$ cat src/rtl/classify_pkg.sv
// Shared types and constants for the classify_scorer slice: FSM state encoding,
// index-width helper and default parameter values.
package classify_pkg;

   localparam int DEF_NUM_CLASSES = 10;
   localparam int DEF_DATA_WIDTH  = 16;
   localparam int DEF_CNT_WIDTH   = 16;

   typedef enum logic {
      COLLECT = 1'b0,
      HOLD    = 1'b1
   } state_t;

   // max(1, clog2(n)): a class index always needs at least one bit
   function automatic int idx_w(input int n);
      if (n <= 2) return 1;
      return $clog2(n);
   endfunction

endpackage

$ cat src/rtl/classify_scorer_if.sv
// Score-beat and result handshake bundle for classify_scorer.
// result_margin exists only when CLASSIFY_SCORER_MARGIN_EN is defined.
interface classify_scorer_if
   import classify_pkg::*;
#(
   parameter int NUM_CLASSES = DEF_NUM_CLASSES,
   parameter int DATA_WIDTH  = DEF_DATA_WIDTH
) ();

   localparam int IDX_W = idx_w(NUM_CLASSES);

   logic                         score_valid;
   logic                         score_ready;
   logic signed [DATA_WIDTH-1:0] score_data;
   logic        [IDX_W-1:0]      label_in;

   logic                         result_valid;
   logic                         result_ready;
   logic        [IDX_W-1:0]      result_label;
   logic signed [DATA_WIDTH-1:0] result_max;
   logic                         result_correct;
`ifdef CLASSIFY_SCORER_MARGIN_EN
   logic        [DATA_WIDTH:0]   result_margin;

   modport master (
      output score_valid, score_data, label_in, result_ready,
      input  score_ready, result_valid, result_label, result_max, result_correct, result_margin
   );

   modport slave (
      input  score_valid, score_data, label_in, result_ready,
      output score_ready, result_valid, result_label, result_max, result_correct, result_margin
   );
`else
   modport master (
      output score_valid, score_data, label_in, result_ready,
      input  score_ready, result_valid, result_label, result_max, result_correct
   );

   modport slave (
      input  score_valid, score_data, label_in, result_ready,
      output score_ready, result_valid, result_label, result_max, result_correct
   );
`endif

endinterface

$ cat src/rtl/classify_scorer_sat_counter.sv
// Saturating up-counter with synchronous clear (clear beats increment)
// and asynchronous active-high reset.
module sat_counter #(
   parameter int WIDTH = 16
) (
   input  logic             clk,
   input  logic             rst,
   input  logic             inc,
   input  logic             clr,
   output logic [WIDTH-1:0] cnt
);

   always_ff @(posedge clk or posedge rst) begin
      if (rst) begin
         cnt <= '0;
      end else if (clr) begin
         cnt <= '0;
      end else if (inc && (cnt != '1)) begin
         cnt <= cnt + 1'b1;
      end
   end

endmodule

$ cat src/rtl/classify_scorer.sv
// Streaming argmax scorer: one signed class score per beat, reports winning class,
// its score and label match; optional max-minus-second margin via CLASSIFY_SCORER_MARGIN_EN.
module classify_scorer
   import classify_pkg::*;
#(
   parameter int NUM_CLASSES = DEF_NUM_CLASSES,
   parameter int DATA_WIDTH  = DEF_DATA_WIDTH,
   parameter int CNT_WIDTH   = DEF_CNT_WIDTH
) (
   input  logic                 clk,
   input  logic                 rst,
   input  logic                 clear_stats,
   output logic [CNT_WIDTH-1:0] correct_cnt,
   output logic [CNT_WIDTH-1:0] total_cnt,
   classify_scorer_if.slave     bus
);

   localparam int               IDX_W    = idx_w(NUM_CLASSES);
   localparam logic [IDX_W-1:0] LAST_IDX = IDX_W'(NUM_CLASSES - 1);

   state_t state, state_nxt;
   logic   run;

   logic        [IDX_W-1:0]      cls;
   logic        [IDX_W-1:0]      run_idx;
   logic        [IDX_W-1:0]      label_cap;
   logic signed [DATA_WIDTH-1:0] run_max;

   logic                         beat;
   logic                         last_beat;
   logic                         first_beat;
   logic                         gt_max;
   logic                         hit;
   logic signed [DATA_WIDTH-1:0] nxt_max;
   logic        [IDX_W-1:0]      nxt_idx;
   logic        [IDX_W-1:0]      nxt_label;

`ifdef CLASSIFY_SCORER_MARGIN_EN
   localparam logic signed [DATA_WIDTH-1:0] MIN_SCORE = {1'b1, {(DATA_WIDTH-1){1'b0}}};
   logic signed [DATA_WIDTH-1:0] run_second;
   logic signed [DATA_WIDTH-1:0] nxt_second;
`endif

   // run holds score_ready low until the first edge after reset is released
   always_ff @(posedge clk or posedge rst) begin
      if (rst) begin
         run <= 1'b0;
      end else begin
         run <= 1'b1;
      end
   end

   always_ff @(posedge clk or posedge rst) begin
      if (rst) begin
         state <= COLLECT;
      end else begin
         state <= state_nxt;
      end
   end

   assign beat      = bus.score_valid && run && (state == COLLECT);
   assign last_beat = beat && (cls == LAST_IDX);

   always_comb begin
      state_nxt        = state;
      bus.score_ready  = 1'b0;
      bus.result_valid = 1'b0;
      case (state)
         COLLECT: begin
            bus.score_ready = run;
            if (last_beat) state_nxt = HOLD;
         end
         HOLD: begin
            bus.result_valid = 1'b1;
            if (bus.result_ready) state_nxt = COLLECT;
         end
         default: state_nxt = COLLECT;
      endcase
   end

   // Candidate running state including the beat currently on the bus
   always_comb begin
      first_beat = (cls == '0);
      gt_max     = (bus.score_data > run_max);
      nxt_max    = (first_beat || gt_max) ? bus.score_data : run_max;
      nxt_idx    = first_beat ? '0 : (gt_max ? cls : run_idx);
      nxt_label  = first_beat ? bus.label_in : label_cap;
      hit        = (nxt_label == nxt_idx);
`ifdef CLASSIFY_SCORER_MARGIN_EN
      if (first_beat) begin
         nxt_second = MIN_SCORE;
      end else if (gt_max) begin
         nxt_second = run_max;
      end else if (bus.score_data > run_second) begin
         nxt_second = bus.score_data;
      end else begin
         nxt_second = run_second;
      end
`endif
   end

   always_ff @(posedge clk or posedge rst) begin
      if (rst) begin
         cls                <= '0;
         run_idx            <= '0;
         run_max            <= '0;
         label_cap          <= '0;
         bus.result_label   <= '0;
         bus.result_max     <= '0;
         bus.result_correct <= 1'b0;
`ifdef CLASSIFY_SCORER_MARGIN_EN
         run_second         <= '0;
         bus.result_margin  <= '0;
`endif
      end else if (beat) begin
         cls       <= last_beat ? '0 : cls + 1'b1;
         run_idx   <= nxt_idx;
         run_max   <= nxt_max;
         label_cap <= nxt_label;
`ifdef CLASSIFY_SCORER_MARGIN_EN
         run_second <= nxt_second;
`endif
         if (last_beat) begin
            bus.result_label   <= nxt_idx;
            bus.result_max     <= nxt_max;
            bus.result_correct <= hit;
`ifdef CLASSIFY_SCORER_MARGIN_EN
            // one extra bit so the full signed span fits as an unsigned difference
            bus.result_margin  <= {nxt_max[DATA_WIDTH-1], nxt_max}
                                - {nxt_second[DATA_WIDTH-1], nxt_second};
`endif
         end
      end
   end

   sat_counter #(.WIDTH(CNT_WIDTH)) u_total_cnt (
      .clk (clk),
      .rst (rst),
      .inc (last_beat),
      .clr (clear_stats),
      .cnt (total_cnt)
   );

   sat_counter #(.WIDTH(CNT_WIDTH)) u_correct_cnt (
      .clk (clk),
      .rst (rst),
      .inc (last_beat && hit),
      .clr (clear_stats),
      .cnt (correct_cnt)
   );

endmodule

$ cat src/flat_wrapper.sv
// flat-port wrapper written by rule: the top's interface ports become plain ports
module classify_scorer_flat import classify_pkg::*;
#(
   parameter int NUM_CLASSES = DEF_NUM_CLASSES,
   parameter int DATA_WIDTH  = DEF_DATA_WIDTH,
   parameter int CNT_WIDTH   = DEF_CNT_WIDTH
)
  (clk, rst, clear_stats, correct_cnt, total_cnt, bus_score_valid, bus_score_data, bus_label_in, bus_result_ready, bus_score_ready, bus_result_valid, bus_result_label, bus_result_max, bus_result_correct);
  classify_scorer_if #(.NUM_CLASSES(NUM_CLASSES), .DATA_WIDTH(DATA_WIDTH)) bus_i ();
  input  logic clk;
  input  logic rst;
  input  logic clear_stats;
  output logic [CNT_WIDTH-1:0] correct_cnt;
  output logic [CNT_WIDTH-1:0] total_cnt;
  input wire logic [$bits(bus_i.score_valid)-1:0] bus_score_valid;
  input wire logic [$bits(bus_i.score_data)-1:0] bus_score_data;
  input wire logic [$bits(bus_i.label_in)-1:0] bus_label_in;
  input wire logic [$bits(bus_i.result_ready)-1:0] bus_result_ready;
  output wire logic [$bits(bus_i.score_ready)-1:0] bus_score_ready;
  output wire logic [$bits(bus_i.result_valid)-1:0] bus_result_valid;
  output wire logic [$bits(bus_i.result_label)-1:0] bus_result_label;
  output wire logic [$bits(bus_i.result_max)-1:0] bus_result_max;
  output wire logic [$bits(bus_i.result_correct)-1:0] bus_result_correct;
  assign bus_i.score_valid = bus_score_valid;
  assign bus_i.score_data = bus_score_data;
  assign bus_i.label_in = bus_label_in;
  assign bus_i.result_ready = bus_result_ready;
  assign bus_score_ready = bus_i.score_ready;
  assign bus_result_valid = bus_i.result_valid;
  assign bus_result_label = bus_i.result_label;
  assign bus_result_max = bus_i.result_max;
  assign bus_result_correct = bus_i.result_correct;
  classify_scorer #(.NUM_CLASSES(NUM_CLASSES), .DATA_WIDTH(DATA_WIDTH), .CNT_WIDTH(CNT_WIDTH)) u_core (.clk(clk), .rst(rst), .clear_stats(clear_stats), .correct_cnt(correct_cnt), .total_cnt(total_cnt), .bus(bus_i));
endmodule
$ cat config.mk
export PLATFORM = sky130hd
export DESIGN_NAME = classify_scorer_flat
export DESIGN_NICKNAME = d
export VERILOG_FILES = /design/src/rtl/classify_pkg.sv /design/src/rtl/classify_scorer_if.sv /design/src/rtl/classify_scorer_sat_counter.sv /design/src/rtl/classify_scorer.sv /design/src/flat_wrapper.sv
export SDC_FILE = /design/constraint.sdc
export NUM_CORES = 1
export LEC_CHECK = 0
export ABC_AREA = 1
export CAP_MARGIN = 0
export CORE_AREA = 2 2 128 130
export CTS_CLUSTER_SIZE = 25
export DETAILED_ROUTE_END_ITERATION = 7
export DIE_AREA = 0 0 130 132
export GPL_TIMING_DRIVEN = 1
export MAX_ROUTING_LAYER = met4
export SYNTH_ARGS = -nofsm -noshare
export SYNTH_HDL_FRONTEND = slang
export SYNTH_SLANG_ARGS = --single-unit
$ cat constraint.sdc
create_clock -name clk -period 6.8 [get_ports clk]
set_clock_uncertainty 0.1 [all_clocks]
set_input_delay 0.68 -clock clk [delete_from_list [all_inputs] [get_ports clk]]
set_output_delay 0.68 -clock clk [all_outputs]
set_load 0.05 [all_outputs]
==> results.toml, run 1 <==
[status]
run_status = "completed"

[layout]
fillers = 1590
insertedDiodeCount = 0
layout.nets = 694
area.growth.synth_to_final_pct = 27.2
post_route_cells_drive_above_1_share = 0.0980

[synthesis]
synth_area_per_cell_um2 = 8.09
mappedNetlistNets = 624
ys_seq_elements = 83
synth_async_sr_flop_share = 1.00
yosys.area_share.adder = 0.0562
synth_area_leader_cell = "dfrtp_1"
post_syn_area_um2 = 4670
number_of_distinct_library_cell_variants_in_the_gate_level_netlist_after_synthesis = 37
post_synth_and_or_nand_nor_area_fraction = 0.274
yosys.area_share.xor_xnor = 0.0225
sequential_area_share_after_synthesis = 0.444
synth_top_family_by_area = "simple AND/OR/NAND/NOR gates"
number_of_enable_type_register_cells_in_the_synthesized_netlist = 0
synthesis.yosys.warnings = 0
synth_cells = 578
netlist_top_cells_area = "dfrtp_1 (44%), nand2_1 (9.7%), o21ai_0 (6.3%)"
yosysTopAreaCellShare = 0.444
yosys_most_used_dff = "dfrtp_1"
post-synth-top-count-cell = "nand2_1"
synth-compound-area-share = 0.119
synth_common_cells = "nand2_1 (121), dfrtp_1 (83), inv_1 (70)"
synth.mux.area_fraction = 0

[detailed_routing]
route.antenna.remaining_nets = 0
firstDrtPassIters = 4
routed_via_density = 4.61
route.detailed.drc = 0
vias = 4007
routedWlPerCell_um = 12.6
totalWireLength_um = 10900
drt_initial_violations = 240

[power_and_ir_drop]
total_switching_power_mw = 0.959
irDropWorstVdd_v = 0.000177
static-leakage-power_nw = 2.76
clockPowerShare = 0.222
seq_power_share = 0.320
power_frac_comb = 0.458
power.share.switching = 0.437
power.density_nw_per_um2 = 369
cell_internal_pwr_mw = 1.24

[worst_setup_path]
worst_setup_path_start_kind = "input port"
worst_path_dominant_cell_family = "buffers and inverters"
critPathArrivalTime_ns = 3.51
timing.critical_path.mode_cell = "nor2_1"
end_kind = "register"
critical_path_class = "input port to register"
crit_fanout = 50
crit_required_ns = 6.93
critical_path_buf_inv_count = 5
list_of_cells_traversed_by_the_critical_path = "clkdlybuf4s50_1 -> nand2_1 -> buf_4 -> nor2_1 -> inv_2 -> a21oi_2 -> inv_2 -> nor2_1 -> nand3_1 -> nor2_1 -> nand2_1 -> nor2_1 -> inv_1 -> o21ai_0 -> a21oi_1"
critPathSlowestCell = "a21oi_2"
critical-path-max-stage-delay_ns = 0.53

[clocking]
clock_sink_count = 83
postCtsResizedCells = 0
cts_tree = "built"
cts.htree.levels = 3
quantity_of_hold_fixing_buffers_added_after_cts = 0
worst_skew_pair_latency_ns = 0.34
post_cts_buffers = 0
cts-root-buf = "clkbuf_16"
numCtsBuffers = 9
clock_tree.buffer_depth = 2
clk_transition_reported_paths_ns = 0.06

[grt]
globalRouteOverflowTotal = 0
grt_first_pass_wirelength_um = 17900
grt_antenna_before_repair = 0
number_of_global_route_vias_before_repair = 3657
grt_resource_usage_total = 0.134
grt_max_degree = 72

[sta]
hold_viol_final = 0
setup-tns-final_ns = 0
achievable_freq_ghz = 0.296
rsz0062_at_grt = "false"
timing.hold.ws_ns = 0.380
finalWorstPathRequiredPeriod_ns = 3.38
timing.final.max_slew_violations = 0
slew_headroom = 0.348
layout_worst_path_cycle_share = 0.497
max_slew.worst_pin.slew_ns = 0.976
report.final.setup_viol = 0

[die]
design.portCount = 80
die_area_um2 = 17200
initial_cell_density_of_the_core = 0.297
core-area_um2 = 15700
fp-row-count = 46
dieHeight_um = 132
dieWidth_um = 130

[placed_design]
port_buffers = 79
hpwl_um = 7490
gp_routability_congestion = 0.801

[min_path]
min_path_type = "register to register"

[flow_run]
maxCapViolations = 0
## metrics by stage
| stage | util | power [mW] | cells | setup slack (ns) | area [µm²] |
|---|---|---|---|---|---|
| after floorplan | - | 1.46 | 578 | 3.76 | 4670 |
| after global placement | 0.360 | 1.71 | 853 | 3.14 | 5650 |
| after detailed placement | 0.360 | 1.73 | 853 | 3.07 | 5650 |
| after CTS | 0.379 | 2.23 | 869 | 3.41 | 5950 |
| after global routing | 0.379 | 2.37 | 869 | 3.05 | 5950 |
| final | 0.379 | 2.20 | 869 | 3.42 | 5950 |
## kinds of logic (layout without fill, tap and decap cells)
group                    count (synthesis)  count (layout)
AO/OA/AOI/OAI                          103             103
XOR/XNOR                                12              12
adder cells (fa/ha/maj)                 21              21
buffers and inverters                   98             173
flip-flops                              83              83
other                                    1               1
AND/OR/NAND/NOR                        260             260
## final cells by class
class / instances / area, µm² / share of cell area
repair buffers: 81 / 806 / 0.135
flip-flops and latches: 83 / 2080 / 0.349
inverters: 76 / 287 / 0.0482
well taps: 216 / 270 / 0.0454
multi-input cells: 397 / 2210 / 0.372
clock buffers: 12 / 267 / 0.0448
clock inverters: 4 / 31.3 / 0.00526
## final timing paths
path / start / end / slack, ns / depth (start not counted)
max in group asynchronous: rst / u_core.u_correct_cnt.cnt[11] / 4.93 / 3
min in group asynchronous: rst / u_core.bus.result_max[10] / 0.47 / 2
setup reg to reg: u_core.state / u_core.u_total_cnt.cnt[7] / 3.66 / 15
setup / recovery: bus_score_valid / u_core.u_total_cnt.cnt[7] / 3.42 / 15
hold reg to reg: u_core.label_cap[1] / u_core.label_cap[1] / 0.38 / 2
hold / removal: u_core.label_cap[1] / u_core.label_cap[1] / 0.38 / 2
## power by group through the flow
| stage | clock network, mW | registers (mW) | logic, mW |
|---|---|---|---|
| finish | 0.487 | 0.703 | 1.01 |
| global route | 0.520 | 0.718 | 1.13 |
| CTS | 0.504 | 0.704 | 1.02 |
| detailed placement | 0 | 0.712 | 1.01 |
| global placement | 0 | 0.709 | 1.00 |
| floorplan | 0 | 0.886 | 0.572 |
## state kept, by name, summed over array words and instances (netlist names)
| signal | cells |
|---|---|
| u_core.bus.result_label | 4 |
| u_core.bus.result_correct | 1 |
| u_core.u_correct_cnt.cnt | 16 |
| u_core.run | 1 |
| u_core.state | 1 |
| u_core.label_cap | 4 |
| u_core.cls | 4 |
| u_core.run_max | 16 |
| u_core.bus.result_max | 16 |
| u_core.run_idx | 4 |
| u_core.u_total_cnt.cnt | 16 |
## layout by cell type (no fill, tap or decap), types with 15 or more instances in the layout
cell	n
nand2_1	121
o21ai_0	59
nand3_1	26
clkdlybuf4s50_1	79
nand3_2	15
ha_1	21
a21oi_1	27
nor2_1	46
inv_1	69
dfrtp_1	83
nand4_1	27
## layer usage
layer	global-route usage	wire length [µm]	vias up
li1	-	-	2042
met1	0.176	5290	1881
met2	0.200	4960	74
met3	0.0361	509	10
met4	0.0448	163	0
met5	-	0	-
## tightest hold or removal path: cells and delay by family (launching register included)
kind             cells  cell delay (ns)
AO/OA/AOI/OAI        1             0.06
flip-flops           1             0.33
AND/OR/NAND/NOR      1             0.05
Power figures use the tool's default switching activity.
==> run 2: changes to the inputs <==
clock period = 3.4 ns   (was 6.8 ns; I/O delays follow)
==> results.toml, run 2 (same netlist as run 1, synthesis figures left out) <==
[sta]
hold_viol_final = 0
setup-tns-final_ns = 0
max_slew.worst_pin.slew_ns = 0.753
finalWorstPathRequiredPeriod_ns = 2.76
slew_headroom = 0.497
postLayoutSetupSlackWorst_ns = 0.636
report.final.setup_viol = 0
layout_worst_path_cycle_share = 0.813
rsz0062_at_grt = "false"
achievable_freq_ghz = 0.362
timing.final.max_slew_violations = 0

[die]
core-area_um2 = 15700
dieWidth_um = 130
fp-row-count = 46
design.portCount = 80
dieHeight_um = 132
die_area_um2 = 17200
initial_cell_density_of_the_core = 0.297

[worst_setup_path]
path_depth = 14
list_of_cells_traversed_by_the_critical_path = "clkdlybuf4s50_1 -> ha_1 -> nand2_2 -> nor3_2 -> nand3_1 -> nand3_4 -> nand2_1 -> nand2_2 -> nand2_2 -> nand2_1 -> o211ai_2 -> nor2_4 -> nand4_1 -> nand2_1"
timing.rr.end = "u_core.u_correct_cnt.cnt[3]"
setup_crit_start = "bus_score_data[15]"
critPathCapture = "u_core.u_correct_cnt.cnt[3]"
critical_path.reg2reg.startpoint = "u_core.cls[0]"
crit_fanout = 16
critical_path_buf_inv_count = 1
critical_path_class = "input port to register"
worst_setup_path_start_kind = "input port"
worst_path_dominant_cell_family = "simple AND/OR/NAND/NOR gates"
critPathArrivalTime_ns = 2.95
end_kind = "register"
r2r_setup_slack_ns = 0.71
worst_r2r_path_depth = 12
critPathSlowestCell = "clkdlybuf4s50_1"
critical-path-max-stage-delay_ns = 0.45
crit_required_ns = 3.58

[clocking]
cts.htree.levels = 3
post_cts_buffers = 0
cts-root-buf = "clkbuf_16"
clock_tree.buffer_depth = 2
clk_transition_reported_paths_ns = 0.06
numCtsBuffers = 9
clock_sink_count = 83
worst_skew_pair_latency_ns = 0.35
quantity_of_hold_fixing_buffers_added_after_cts = 0
cts_tree = "built"
postCtsResizedCells = 0

[flow_run]
maxCapViolations = 0

[layout]
most-common-layout-cells = "nand2_1 (121), dfrtp_1 (83), clkdlybuf4s50_1 (79), inv_1 (69), o21ai_0 (59)"
layout.nets = 700
finish.instance_area_um2 = 6030
finish.utilization = 0.384
layout_commonest_cell = "nand2_1"
insertedDiodeCount = 0
post_route_cells_drive_above_1_share = 0.103
stdcell_count = 875
area.growth.synth_to_final_pct = 29.0
fillers = 1609

[status]
run_status = "completed"

[power_and_ir_drop]
irDropWorstVdd_v = 0.000313
power.density_nw_per_um2 = 748
static-leakage-power_nw = 2.81

[grt]
grt_max_degree = 50
globalRouteOverflowTotal = 0
number_of_global_route_vias_before_repair = 3772
grt_antenna_before_repair = 0
grt_first_pass_wirelength_um = 18300
grt_resource_usage_total = 0.139

[min_path]
min_path_type = "input port to asynchronous set/reset pin"

[detailed_routing]
routed_via_density = 4.50
vias = 3934
routedWlPerCell_um = 12.3
route.antenna.remaining_nets = 0
firstDrtPassIters = 4
totalWireLength_um = 10800
route.detailed.drc = 0
drt_initial_violations = 249

[placed_design]
place_area_um2 = 5710
preCtsSetupSlack_ns = 0.268
hpwl_um = 7650
dpl.cell_count = 859
gp_routability_congestion = 0.786
port_buffers = 79
-- run 2: area by class of cell --
class                   count  area (µm²)  share of cell area
clock buffers              12         246              0.0409
clock inverters             4        73.8              0.0122
inverters                  76         287              0.0475
multi-input cells         397        2210               0.367
flip-flops and latches     83        2080               0.345
well taps                 216         270              0.0448
repair buffers             87         863               0.143
-- run 2: metal layers --
layer / wire, µm / vias up / GRT usage
li1: - / 2052 / -
met1: 5380 / 1809 / 0.183
met3: 369 / 14 / 0.0349
met2: 4810 / 59 / 0.205
met5: 0 / - / -
met4: 204 / 0 / 0.0544
-- run 2: worst register-to-register path, delay by kind of cell (launching register included) --
kind | cells | cell delay (ns)
adders and majority gates | 1 | 0.16
AOI/OAI and AO/OA | 2 | 0.51
and+or+nand+nor | 6 | 0.98
buffers and inverters | 3 | 0.46
DFF | 1 | 0.42
-- run 2: report_power, final --
part / switching, mW / internal (mW)
registers: 0.145 / 1.25
clock network: 0.406 / 0.664
logic: 1.36 / 0.683
-- run 2: stage by stage --
stage / hold slack (ns) / total power [mW]
6_report: 0.327 / 4.51
3_5_place_dp: 0.372 / 3.47
2_1_floorplan: 0.336 / 2.92
4_1_cts: 0.345 / 4.56
5_1_grt: 0.382 / 4.89
3_3_place_gp: 0.365 / 3.45
-- run 2: how the worst min path moves through the flow --
| stage | to | depth (start not counted) | slack (ns) | from |
|---|---|---|---|---|
| 3_3_place_gp | u_core.label_cap[3] | 2 | 0.36 | u_core.label_cap[3] |
| 5_1_grt | u_core.run_max[10] | 2 | 0.38 | rst |
| 4_1_cts | u_core.bus.result_max[10] | 2 | 0.35 | rst |
| 2_1_floorplan | u_core.state | 1 | 0.34 | bus_result_ready |
| 6_report | u_core.bus.result_max[10] | 2 | 0.33 | rst |
| 3_5_place_dp | u_core.bus.result_max[8] | 2 | 0.37 | u_core.bus.result_max[8] |
==> run 3: changes to the inputs <==
clock period = 2.9 ns   (was 3.4 ns; I/O delays follow)
==> results.toml, run 3 (same netlist as run 1, synthesis figures left out) <==
[worst_setup_path]
worst_setup_path_start_kind = "input port"
worst_r2r_path_depth = 16
critical_path_class = "input port to register"
crit_fanout = 16
critPathArrivalTime_ns = 2.71
crit_required_ns = 3.04
end_kind = "register"

[min_path]
min_path_type = "input port to asynchronous set/reset pin"

[grt]
number_of_global_route_vias_before_repair = 3759
grt_max_degree = 52
globalRouteMet2Util = 0.207
globalRouteOverflowTotal = 0
groute.layer.met1.usage = 0.188
met3_usage = 0.0313
grt_first_pass_wirelength_um = 18600
grt_antenna_before_repair = 0
grt_resource_usage_total = 0.140
busiest_layer = "met2"

[sta]
report.final.setup_viol = 0
layout_worst_path_cycle_share = 0.887
max_slew.worst_pin.slew_ns = 0.619
rsz0062_at_grt = "false"
slew_headroom = 0.587
setup-tns-final_ns = 0
timing.final.max_slew_violations = 0
hold_viol_final = 0
finalWorstPathRequiredPeriod_ns = 2.57
achievable_freq_ghz = 0.389

[die]
dieWidth_um = 130
die_area_um2 = 17200
dieHeight_um = 132
design.portCount = 80
initial_cell_density_of_the_core = 0.297
core-area_um2 = 15700
fp-row-count = 46

[placed_design]
dpl.cell_count = 866
hpwl_um = 7580
port_buffers = 79
gp_routability_congestion = 0.797

[status]
run_status = "completed"

[clocking]
cts_tree = "built"
clock_tree.buffer_depth = 2
post_cts_buffers = 0
clk_transition_reported_paths_ns = 0.06
cts-root-buf = "clkbuf_16"
cts.htree.levels = 3
numCtsBuffers = 9
clock_sink_count = 83
worst_skew_pair_latency_ns = 0.35

[layout]
most-common-layout-cells = "nand2_1 (121), dfrtp_1 (83), clkdlybuf4s50_1 (79), inv_1 (69), o21ai_0 (58)"
layout.nets = 707
finish.utilization = 0.390
post_route_cells_drive_above_1_share = 0.117
layout_commonest_cell = "nand2_1"
area.growth.synth_to_final_pct = 31.0
stdcell_count = 882
insertedDiodeCount = 0

[detailed_routing]
route.antenna.remaining_nets = 0
totalWireLength_um = 10800
firstDrtPassIters = 6
routed_via_density = 4.47
routedWlPerCell_um = 12.3
route.detailed.drc = 0
drt_initial_violations = 195
vias = 3946

[power_and_ir_drop]
power.density_nw_per_um2 = 886
static-leakage-power_nw = 2.86
irDropWorstVdd_v = 0.000445
totalPowerFinal_mw = 5.43

[flow_run]
maxCapViolations = 0
-- run 3: cell count changes in the layout (fill, tap and decap cells not counted), sizes merged --
cell / before / now
inv: 75 / 78
clkbuf: 12 / 9
buf: 8 / 15
clkinvlp: 0 / 1
clkinv: 3 / 2
-- run 3: worst max-delay path, stage by stage --
cell and delay (ns):
clkdlybuf4s50_1 0.45, ha_1 0.35, nand2_2 0.08, nor3_2 0.24
nand3_1 0.23, nand3_4 0.18, nand2_1 0.07, nand2_2 0.07
nand2_2 0.05, nand2_1 0.10, nand3_1 0.09, nor2_2 0.10
nand3_2 0.09, buf_12 0.17, nand3_1 0.07, nand2_1 0.05
-- run 3: what timing repair did --
item / CTS / global route
setup endpoints to repair: 0 / 16
hold buffers: 0 / 0
resized for setup: 0 / 1
-- run 3: metal layers --
metal	up-vias	part of all wire
met5	-	0
li1	2063	-
met1	1814	0.50
met3	12	0.030
met2	57	0.45
met4	0	0.017
-- run 3: per-stage QoR --
| stage | hold WS [ns] | worst slack [ns] | instance area [µm²] |
|---|---|---|---|
| after floorplan | 0.286 | 0.139 | 4680 |
| after global placement | 0.361 | -0.0320 | 5800 |
| after detailed placement | 0.373 | -0.0547 | 5800 |
| after CTS | 0.271 | 0.312 | 6120 |
| after global routing | 0.307 | 0.0253 | 6120 |
| final | 0.259 | 0.328 | 6120 |
-- run 3: cell type report --
class,instances,area (µm²)
inverters,76,287
fillers,1586,9590
clock buffers,9,225
multi-input cells,397,2210
flip-flops and latches,83,2080
repair buffers,94,953
clock inverters,7,98.8
well taps,216,270
-- run 3: where the power goes --
| part | leakage [nW] | total, mW | internal [mW] | switching [mW] |
|---|---|---|---|---|
| clock network | 0.157 | 1.26 | 0.762 | 0.502 |
| registers | 1.10 | 1.64 | 1.47 | 0.173 |
| logic | 1.60 | 2.52 | 0.908 | 1.62 |
| total | 2.86 | 5.43 | 3.14 | 2.29 |
-- run 3: path summary, 6_finish.rpt --
check                      slack (ns)                            to                start
hold / removal                   0.26  u_core.u_correct_cnt.cnt[10]                  rst
hold reg to reg                  0.38           u_core.label_cap[3]  u_core.label_cap[3]
max in group asynchronous        1.77     u_core.bus.result_correct                  rst
min in group clk                 0.38           u_core.label_cap[3]  u_core.label_cap[3]
setup reg to reg                 0.35  u_core.u_correct_cnt.cnt[11]   u_core.run_max[11]
setup / recovery                 0.33  u_core.u_correct_cnt.cnt[11]   bus_score_data[15]
